$ cat config.mk
export PLATFORM = sky130hd
export DESIGN_NAME = asyncf_rd_drain
export DESIGN_NICKNAME = d
export VERILOG_FILES = /design/src/rtl/asyncf_rd_drain.sv
export SDC_FILE = /design/constraint.sdc
export NUM_CORES = 1
export LEC_CHECK = 0
export ABC_AREA = 0
export ABC_CLOCK_PERIOD_IN_PS = 3400
export CAP_MARGIN = 20
export CORE_MARGIN = 5
export CORE_UTILIZATION = 45
export CTS_BUF_LIST = sky130_fd_sc_hd__clkbuf_16
export DETAILED_ROUTE_END_ITERATION = 12
export GPL_TIMING_DRIVEN = 0
export PLACE_DENSITY = 0.82
export SYNTH_ARGS = -nofsm -noshare
export SYNTH_HDL_FRONTEND = slang
export SYNTH_SLANG_ARGS = --single-unit
$ cat constraint.sdc
create_clock -name rclk -period 3.4 [get_ports rclk]
set_input_delay 1.02 -clock rclk [delete_from_list [all_inputs] [get_ports rclk]]
set_output_delay 1.02 -clock rclk [all_outputs]
set_load 0.1 [all_outputs]
$ cat src/rtl/asyncf_rd_drain.sv
// ---------------------------------------------------------------------------
// asyncf_rd_drain
// Read-side consumer for the async FIFO, entirely in the read clock domain.
// It pops words from the FIFO read port whenever enabled and there is buffer
// space. The words are re-presented on a valid/ready stream through a
// 2-entry buffer, and the block counts every word it pops.
//
// Optional feature macro: ASYNCF_RD_PARITY_EN
//   When defined, rdata[DSIZE-1] is an even-parity bit over the lower bits.
//   Each popped word is checked, and par_err is a sticky error flag.
//   When undefined, no checker is built and par_err is tied to 0.
//
// Ports:
//   rclk      in   read-domain clock, rising edge
//   rrst      in   synchronous active-high reset
//   en        in   drain enable
//   rempty    in   FIFO empty flag
//   rdata     in   FIFO head word (first-word-fall-through)
//   rinc      out  FIFO pop strobe (combinational)
//   m_valid   out  output word valid
//   m_data    out  output word
//   m_ready   in   downstream accept
//   rd_count  out  words popped since reset (wrapping)
//   busy      out  buffer non-empty
//   par_err   out  sticky parity error
// ---------------------------------------------------------------------------
module asyncf_rd_drain #(
  parameter int unsigned DSIZE = 8,
  parameter int unsigned CNT_W = 16
) (
  input  logic             rclk,
  input  logic             rrst,
  input  logic             en,
  input  logic             rempty,
  input  logic [DSIZE-1:0] rdata,
  output logic             rinc,
  output logic             m_valid,
  output logic [DSIZE-1:0] m_data,
  input  logic             m_ready,
  output logic [CNT_W-1:0] rd_count,
  output logic             busy,
  output logic             par_err
);

  typedef enum logic [1:0] {
    S_EMPTY = 2'd0,
    S_ONE   = 2'd1,
    S_TWO   = 2'd2
  } occ_t;

  occ_t             r_occ;
  occ_t             w_occ_next;
  logic [DSIZE-1:0] r_slot0;
  logic [DSIZE-1:0] r_slot1;
  logic [CNT_W-1:0] r_count;

  logic w_push;
  logic w_pop;
  logic w_load0;
  logic w_load1;
  logic w_shift;

  // The pop term is taken straight from the state so there is no ready->rinc path.
  assign w_pop  = (r_occ != S_EMPTY) & m_ready;
  assign w_push = rinc;

  // Occupancy state register
  always_ff @(posedge rclk) begin
    if (rrst) begin
      r_occ <= S_EMPTY;
    end else begin
      r_occ <= w_occ_next;
    end
  end

  // Next occupancy: occ + push - pop
  always_comb begin
    w_occ_next = r_occ;
    case (r_occ)
      S_EMPTY: if (w_push) w_occ_next = S_ONE;
      S_ONE: begin
        if (w_push && !w_pop)      w_occ_next = S_TWO;
        else if (!w_push && w_pop) w_occ_next = S_EMPTY;
      end
      S_TWO:   if (w_pop) w_occ_next = S_ONE;
      default: w_occ_next = S_EMPTY;
    endcase
  end

  // Pop strobe, stream valid and slot steering
  always_comb begin
    rinc    = 1'b0;
    m_valid = 1'b0;
    w_load0 = 1'b0;
    w_load1 = 1'b0;
    w_shift = 1'b0;
    m_valid = (r_occ != S_EMPTY);
    rinc    = en & ~rempty & (r_occ != S_TWO) & ~rrst;
    case (r_occ)
      S_EMPTY: w_load0 = rinc;
      S_ONE: begin
        // On a simultaneous push and pop, the new word goes straight to the head.
        w_load0 = rinc & w_pop;
        w_load1 = rinc & ~w_pop;
      end
      S_TWO:   w_shift = w_pop;
      default: ;
    endcase
  end

  // Buffer slots; slot0 is the head presented on m_data
  always_ff @(posedge rclk) begin
    if (rrst) begin
      r_slot0 <= '0;
      r_slot1 <= '0;
    end else begin
      if (w_load0)      r_slot0 <= rdata;
      else if (w_shift) r_slot0 <= r_slot1;
      if (w_load1)      r_slot1 <= rdata;
    end
  end

  // Popped-word counter, wraps silently
  always_ff @(posedge rclk) begin
    if (rrst) begin
      r_count <= '0;
    end else if (rinc) begin
      r_count <= r_count + CNT_W'(1);
    end
  end

`ifdef ASYNCF_RD_PARITY_EN
  logic r_par_err;
  logic w_par_bad;

  // Even parity across the whole word, including the parity bit, must XOR to 0.
  assign w_par_bad = ^rdata;

  always_ff @(posedge rclk) begin
    if (rrst) begin
      r_par_err <= 1'b0;
    end else if (rinc && w_par_bad) begin
      r_par_err <= 1'b1;
    end
  end

  assign par_err = r_par_err;
`else
  assign par_err = 1'b0;
`endif

  assign m_data   = r_slot0;
  assign rd_count = r_count;
  assign busy     = m_valid;

endmodule

==> flow_summary.json, run 1 <==
{
  "crit_path_start_kind": "input pin",
  "fin_nets": 235,
  "worstPathCellList": "clkdlybuf4s50_1, or3b_4, buf_6, nor2_4, buf_12",
  "cp-end-kind": "primary output",
  "synth_area_leaders": "dfxtp_1 (45%), a21oi_1 (6.0%), mux2i_1 (6.0%)",
  "setup-violations-final": 0,
  "wl_mm": 3.71,
  "num_antenna_cells": 0,
  "fmax_ghz": 0.297,
  "ios": 41,
  "grt_antenna_before_repair": 0,
  "cts.path.max_buffers": 2,
  "coreArea_sq_um": 3280,
  "place_congestion": 0.814,
  "tightest_slew_ps": 994,
  "synth-seq-area-share_pct": 45.3,
  "ant_nets": 0,
  "clock_sinks": 34,
  "avgSynthCellArea_sq_um": 8.68,
  "cts_buffers": 5,
  "pre_cts_ws_ps": -970,
  "ys_types": 31,
  "finalMaxSlewViolations": 0,
  "min_period_ps": 3370,
  "cp_data_arrival_time_ps": 2350,
  "ir_drop_v": 0.000323,
  "overflow": 0,
  "max-cap-violations": 0,
  "path_delay_family": "buffers and inverters",
  "io_buffers": 39,
  "rsz0062_at_grt": "no",
  "slew_headroom_pct": 33.5,
  "power.density_nw_per_um2": 479,
  "crit_required_ps": 2380,
  "via_per_inst": 5.27,
  "worst-path-max-fanout": 9,
  "cts_tree": "yes",
  "cts_root_buf": "clkbuf_16",
  "worst_hold_path_type": "flop to flop",
  "dp_hpwl_mm": 2.60,
  "path_clk_slew_ps": 50,
  "regToRegSetupSlack_ps": 1260,
  "synth_top_cell_by_area": "dfxtp_1",
  "num_rows": 21,
  "worst_path_max_delay_cell": "clkdlybuf4s50_1",
  "syn_nets": 187,
  "drt_first_pass_iters": 4,
  "yosysWarnings": 0,
  "postLayoutSetupSlackWorst_ps": 30.9,
  "hold_viol": 0,
  "num_vias": 1412,
  "fin_crit_sh_pct": 99.1,
  "clk_latency_ps": 280,
  "die_w_microns": 67.8,
  "syn-instance-count": 173,
  "fin_skew_ps": 6.38,
  "max_stage_delay_ps": 460,
  "cts_hold_buf": 0,
  "grt_pass1_wl_mm": 6.20,
  "netlist.area_leader.share_pct": 45.3,
  "grt_max_degree": 11,
  "grt_pass1_vias": 1353,
  "grt_usage_pct": 18.1,
  "layout-drive-gt1-share_pct": 7.21,
  "start_util_pct": 45.7,
  "utilization_pct": 65.5,
  "area_growth_pct": 43.2,
  "post_drt_wl_per_cell_microns": 13.8,
  "cts_max_level": 2,
  "worstSetupPathType": "input pin to primary output",
  "status": "finished, final reports clean",
  "fp.dieH_microns": 67.8,
  "p_leak_nw": 0.770,
  "drtIter0Drc": 119,
  "critical_path_buf_inv_count": 3,
  "drc_errors": 0,
  "ys_ff_latch": 34,
  "synth_area_sq_um": 1500,
  "die_area_sq_um": 4590
}
## tightest hold or removal path: cells and delay by family, from the launching register on
family / cells / cell delay, ps
compound gates: 1 / 50
simple gates: 1 / 50
flops: 1 / 300
## path summary, 6_finish.rpt
check	cells after the start	endpoint	startpoint
hold / removal	2	m_data[1]	m_data[1]
setup reg to reg	6	rd_count[10]	r_occ[1]
setup / recovery	5	rinc	rempty
hold reg to reg	2	m_data[1]	m_data[1]
## timing repair
item                                    CTS  global route
endpoints found under the setup margin    1             1
gates resized for setup                  12             1
setup buffers                             1             0
pin swaps                                 1             1
## kinds of logic after synthesis
logic type / after synthesis / share of synthesized area, %
simple gates: 71 / 24.7
other cells: 1 / 0.250
mux: 9 / 6.00
fa+ha+maj: 1 / 0.833
buf+inv: 13 / 3.92
flops: 34 / 45.3
compound gates: 36 / 14.3
xor+xnor: 8 / 4.67
## power by group
group	switching, W	internal (W)	total, W
combinational	0.0000808	0.0000399	0.000121
clock	0.000162	0.000340	0.000501
sequential	0.00000435	0.000405	0.000409
## cell usage after synthesis, drive strengths merged
master and n:
dfxtp 34, a21oi 18, nor2 18, nand2 13
clkbuf 9, mux2i 9, a22oi 8, nand3 6
nand4 6, o21ai 6, xnor2 6, nor4 5
or3 5, buf 4, or4 4, and2 2
nand3b 2, nor2b 2, nor3 2, nor3b 2
o31ai 2, xor2 2, conb 1, ha 1
nand2b 1, o22a 1, o41a 1, or2 1
or2b 1, or3b 1
## per-layer routing
metal | part of all wire (%) | global-route usage, % | vias up
li1 | - | - | 718
met4 | 1.6 | 8.10 | 0
met3 | 5.3 | 5.66 | 8
met1 | 43 | 21.5 | 653
met5 | 0 | 0 | -
met2 | 51 | 29.5 | 33
## layout by cell type, fill, tap and decap left out, types with 3 or more instances in the layout
cell type | netlist | routed
a21oi_1 | 18 | 18
a22oi_1 | 8 | 8
buf_4 | 2 | 3
clkbuf_1 | 9 | 9
clkbuf_16 | 0 | 5
clkdlybuf4s50_1 | 0 | 38
dfxtp_1 | 34 | 34
mux2i_1 | 9 | 9
nand2_1 | 13 | 13
nand3_1 | 6 | 6
nand4_1 | 6 | 6
nor2_1 | 18 | 17
nor4_1 | 5 | 5
o21ai_0 | 6 | 6
or3_1 | 5 | 5
or4_1 | 4 | 4
xnor2_1 | 6 | 6
## per-stage QoR
| step | hold WS, ps | cell area, sq um | total power, W | std cells | TNS (ps) |
|---|---|---|---|---|---|
| 2_1_floorplan | 464 | 1500 | 0.000497 | 173 | 0 |
| 3_3_place_gp | 443 | 1950 | 0.000533 | 258 | -1030 |
| 3_5_place_dp | 446 | 1960 | 0.000534 | 259 | -1040 |
| 4_1_cts | 453 | 2150 | 0.00103 | 268 | 0 |
| 5_1_grt | 462 | 2150 | 0.00106 | 268 | 0 |
| 6_report | 451 | 2150 | 0.00103 | 268 | 0 |
## registers in the layout (all words and copies together), names as in the netlist
signal / count
rd_count: 16
m_data: 8
r_slot1: 8
r_occ: 2
## layout make-up
| class | count | area [sq um] |
|---|---|---|
| clock buffer | 5 | 125 |
| tap | 46 | 57.6 |
| sequential | 34 | 681 |
| fill | 270 | 1130 |
| timing repair buffer | 41 | 413 |
| clock inverter | 3 | 37.5 |
| multi-input combinational | 126 | 772 |
| buffer | 13 | 65.1 |
Note: power is estimated with default switching activity, not from simulation.
==> run 2: changes to the inputs <==
--- a/config.mk
+++ b/config.mk
@@ -15,3 +15,3 @@
 export GPL_TIMING_DRIVEN = 0
-export PLACE_DENSITY = 0.82
+export PLACE_DENSITY = 0.77
 export SYNTH_ARGS = -nofsm -noshare
==> constraint.sdc (replaced) <==
create_clock -name rclk -period 3.4 [get_ports rclk]
set_input_delay 0.51 -clock rclk [delete_from_list [all_inputs] [get_ports rclk]]
set_output_delay 0.51 -clock rclk [all_outputs]
set_load 0.1 [all_outputs]
==> flow_summary.json, run 2 (same netlist as run 1, synthesis figures left out) <==
{
  "io_buffers": 39,
  "area_growth_pct": 38.9,
  "grt_pass1_wl_mm": 5.79,
  "final_area_sq_um": 2090,
  "start_util_pct": 45.7,
  "fin_crit_sh_pct": 92.0,
  "drt_first_pass_iters": 4,
  "cts_buffers": 5,
  "postLayoutSetupSlackWorst_ps": 272,
  "num_vias": 1397,
  "tns_ps": 0,
  "max_stage_delay_ps": 890,
  "worst-path-max-fanout": 9,
  "fin_skew_ps": 3.11,
  "critical_path_buf_inv_count": 3,
  "fp.dieH_microns": 67.8,
  "drtIter0Drc": 78,
  "dr_wl_met3_microns": 157,
  "largest_reg_flops": 16,
  "status": "finished, final reports clean",
  "p_leak_nw": 0.745,
  "routed.top_layer": "met4",
  "ir_drop_v": 0.000349,
  "hold_start": "m_data[1]",
  "cts.path.max_buffers": 2,
  "path_clk_slew_ps": 50,
  "fin_nets": 234,
  "cts_tree": "yes",
  "cts_max_level": 2,
  "nFillCells": 294,
  "crit_path_start_kind": "input pin",
  "pre_cts_ws_ps": -37.9,
  "num_antenna_cells": 0,
  "wl_met2_mm": 1.72,
  "cts_root_buf": "clkbuf_16",
  "wl_mm": 3.45,
  "post_drt_wl_per_cell_microns": 13.0,
  "grt_usage_pct": 16.6,
  "worst_path_max_delay_cell": "dlygate4sd2_1",
  "routedLengthMet1_mm": 1.53,
  "clk_latency_ps": 270,
  "die_w_microns": 67.8,
  "clock_sinks": 34,
  "cp-end-kind": "primary output",
  "fmax_ghz": 0.320,
  "ios": 41,
  "ant_nets": 0,
  "tightest_slew_ps": 969,
  "worstSetupPathType": "input pin to primary output",
  "slew_headroom_pct": 35.2,
  "grt_max_degree": 11,
  "place_congestion": 0.824,
  "min_period_ps": 3130,
  "grt_pass1_vias": 1315,
  "cp-startpoint": "rempty",
  "drc_errors": 0,
  "r2r-start": "r_occ[1]",
  "power.density_nw_per_um2": 446,
  "cp_data_arrival_time_ps": 2620,
  "final_common_cell": "clkdlybuf4s50_1",
  "via_per_inst": 5.25,
  "grt_antenna_before_repair": 0,
  "finalPower_w": 0.000930,
  "num_rows": 21,
  "coreArea_sq_um": 3280,
  "setup-violations-final": 0,
  "rsz0062_at_grt": "no",
  "crit_required_ps": 2890,
  "hold_viol": 0,
  "overflow": 0,
  "finalMaxSlewViolations": 0,
  "utilization_pct": 63.5,
  "worst_hold_path_type": "flop to flop",
  "worstPathCellList": "clkdlybuf4s50_1, or3b_1, buf_2, nor2_1, dlygate4sd2_1",
  "path_delay_family": "buffers and inverters",
  "layout-drive-gt1-share_pct": 5.00,
  "die_area_sq_um": 4590,
  "dp_hpwl_mm": 2.49,
  "max-cap-violations": 0,
  "placed_area_sq_um": 1950,
  "final_cell_mix": "clkdlybuf4s50_1 (38), dfxtp_1 (34), nor2_1 (18), a21oi_1 (18), nand2_1 (13)"
}
==> run 2: worst paths after layout <==
check	endpoint	slack [ps]	cells past startpoint
max	rinc	270	5
min	m_data[1]	450	2
max reg2reg	rd_count[13]	1310	6
min reg2reg	m_data[1]	450	2
==> run 2: power by group <==
group	internal (W)	total [W]	leakage [nW]	switching, W
registers	0.000405	0.000410	0.275	0.00000445
logic	0.0000368	0.000116	0.399	0.0000794
clock network	0.000261	0.000404	0.0723	0.000143
==> run 2: timing repair <==
action / 4_1_cts / 5_1_grt
gates resized for setup: 1 / 0
hold buffers: 0 / 0
buffers inserted: 0 / 0
endpoints found under the setup margin: 1 / 0
==> run 2: metal layers <==
| metal | global-route usage (%) | vias to the layer above |
|---|---|---|
| met4 | 6.84 | 0 |
| met2 | 27.3 | 32 |
| met3 | 3.83 | 4 |
| met1 | 20.6 | 647 |
| li1 | - | 714 |
| met5 | 0 | - |
==> run 2: area by class of cell <==
cell class	count	area (sq um)	area share, %
multi-input combinational	126	762	36.5
sequential	34	681	32.6
timing repair buffer	40	394	18.9
clock buffer	5	125	6.00
buffer	13	58.8	2.82
tap	46	57.6	2.76
clock inverter	2	7.51	0.360
==> run 2: stage by stage <==
stage	hold slack, ps	instances
after global placement	443	258
final	453	266
after detailed placement	450	259
after global routing	467	266
after floorplan	464	173
after CTS	457	266
==> run 2: worst register-to-register path: cells and delay by family (launching register included) <==
kind                   cells  cell delay [ps]
flip-flops                 1              290
AO/OA/AOI/OAI              1              150
AND/OR/NAND/NOR            3             1200
buffers and inverters      2              370
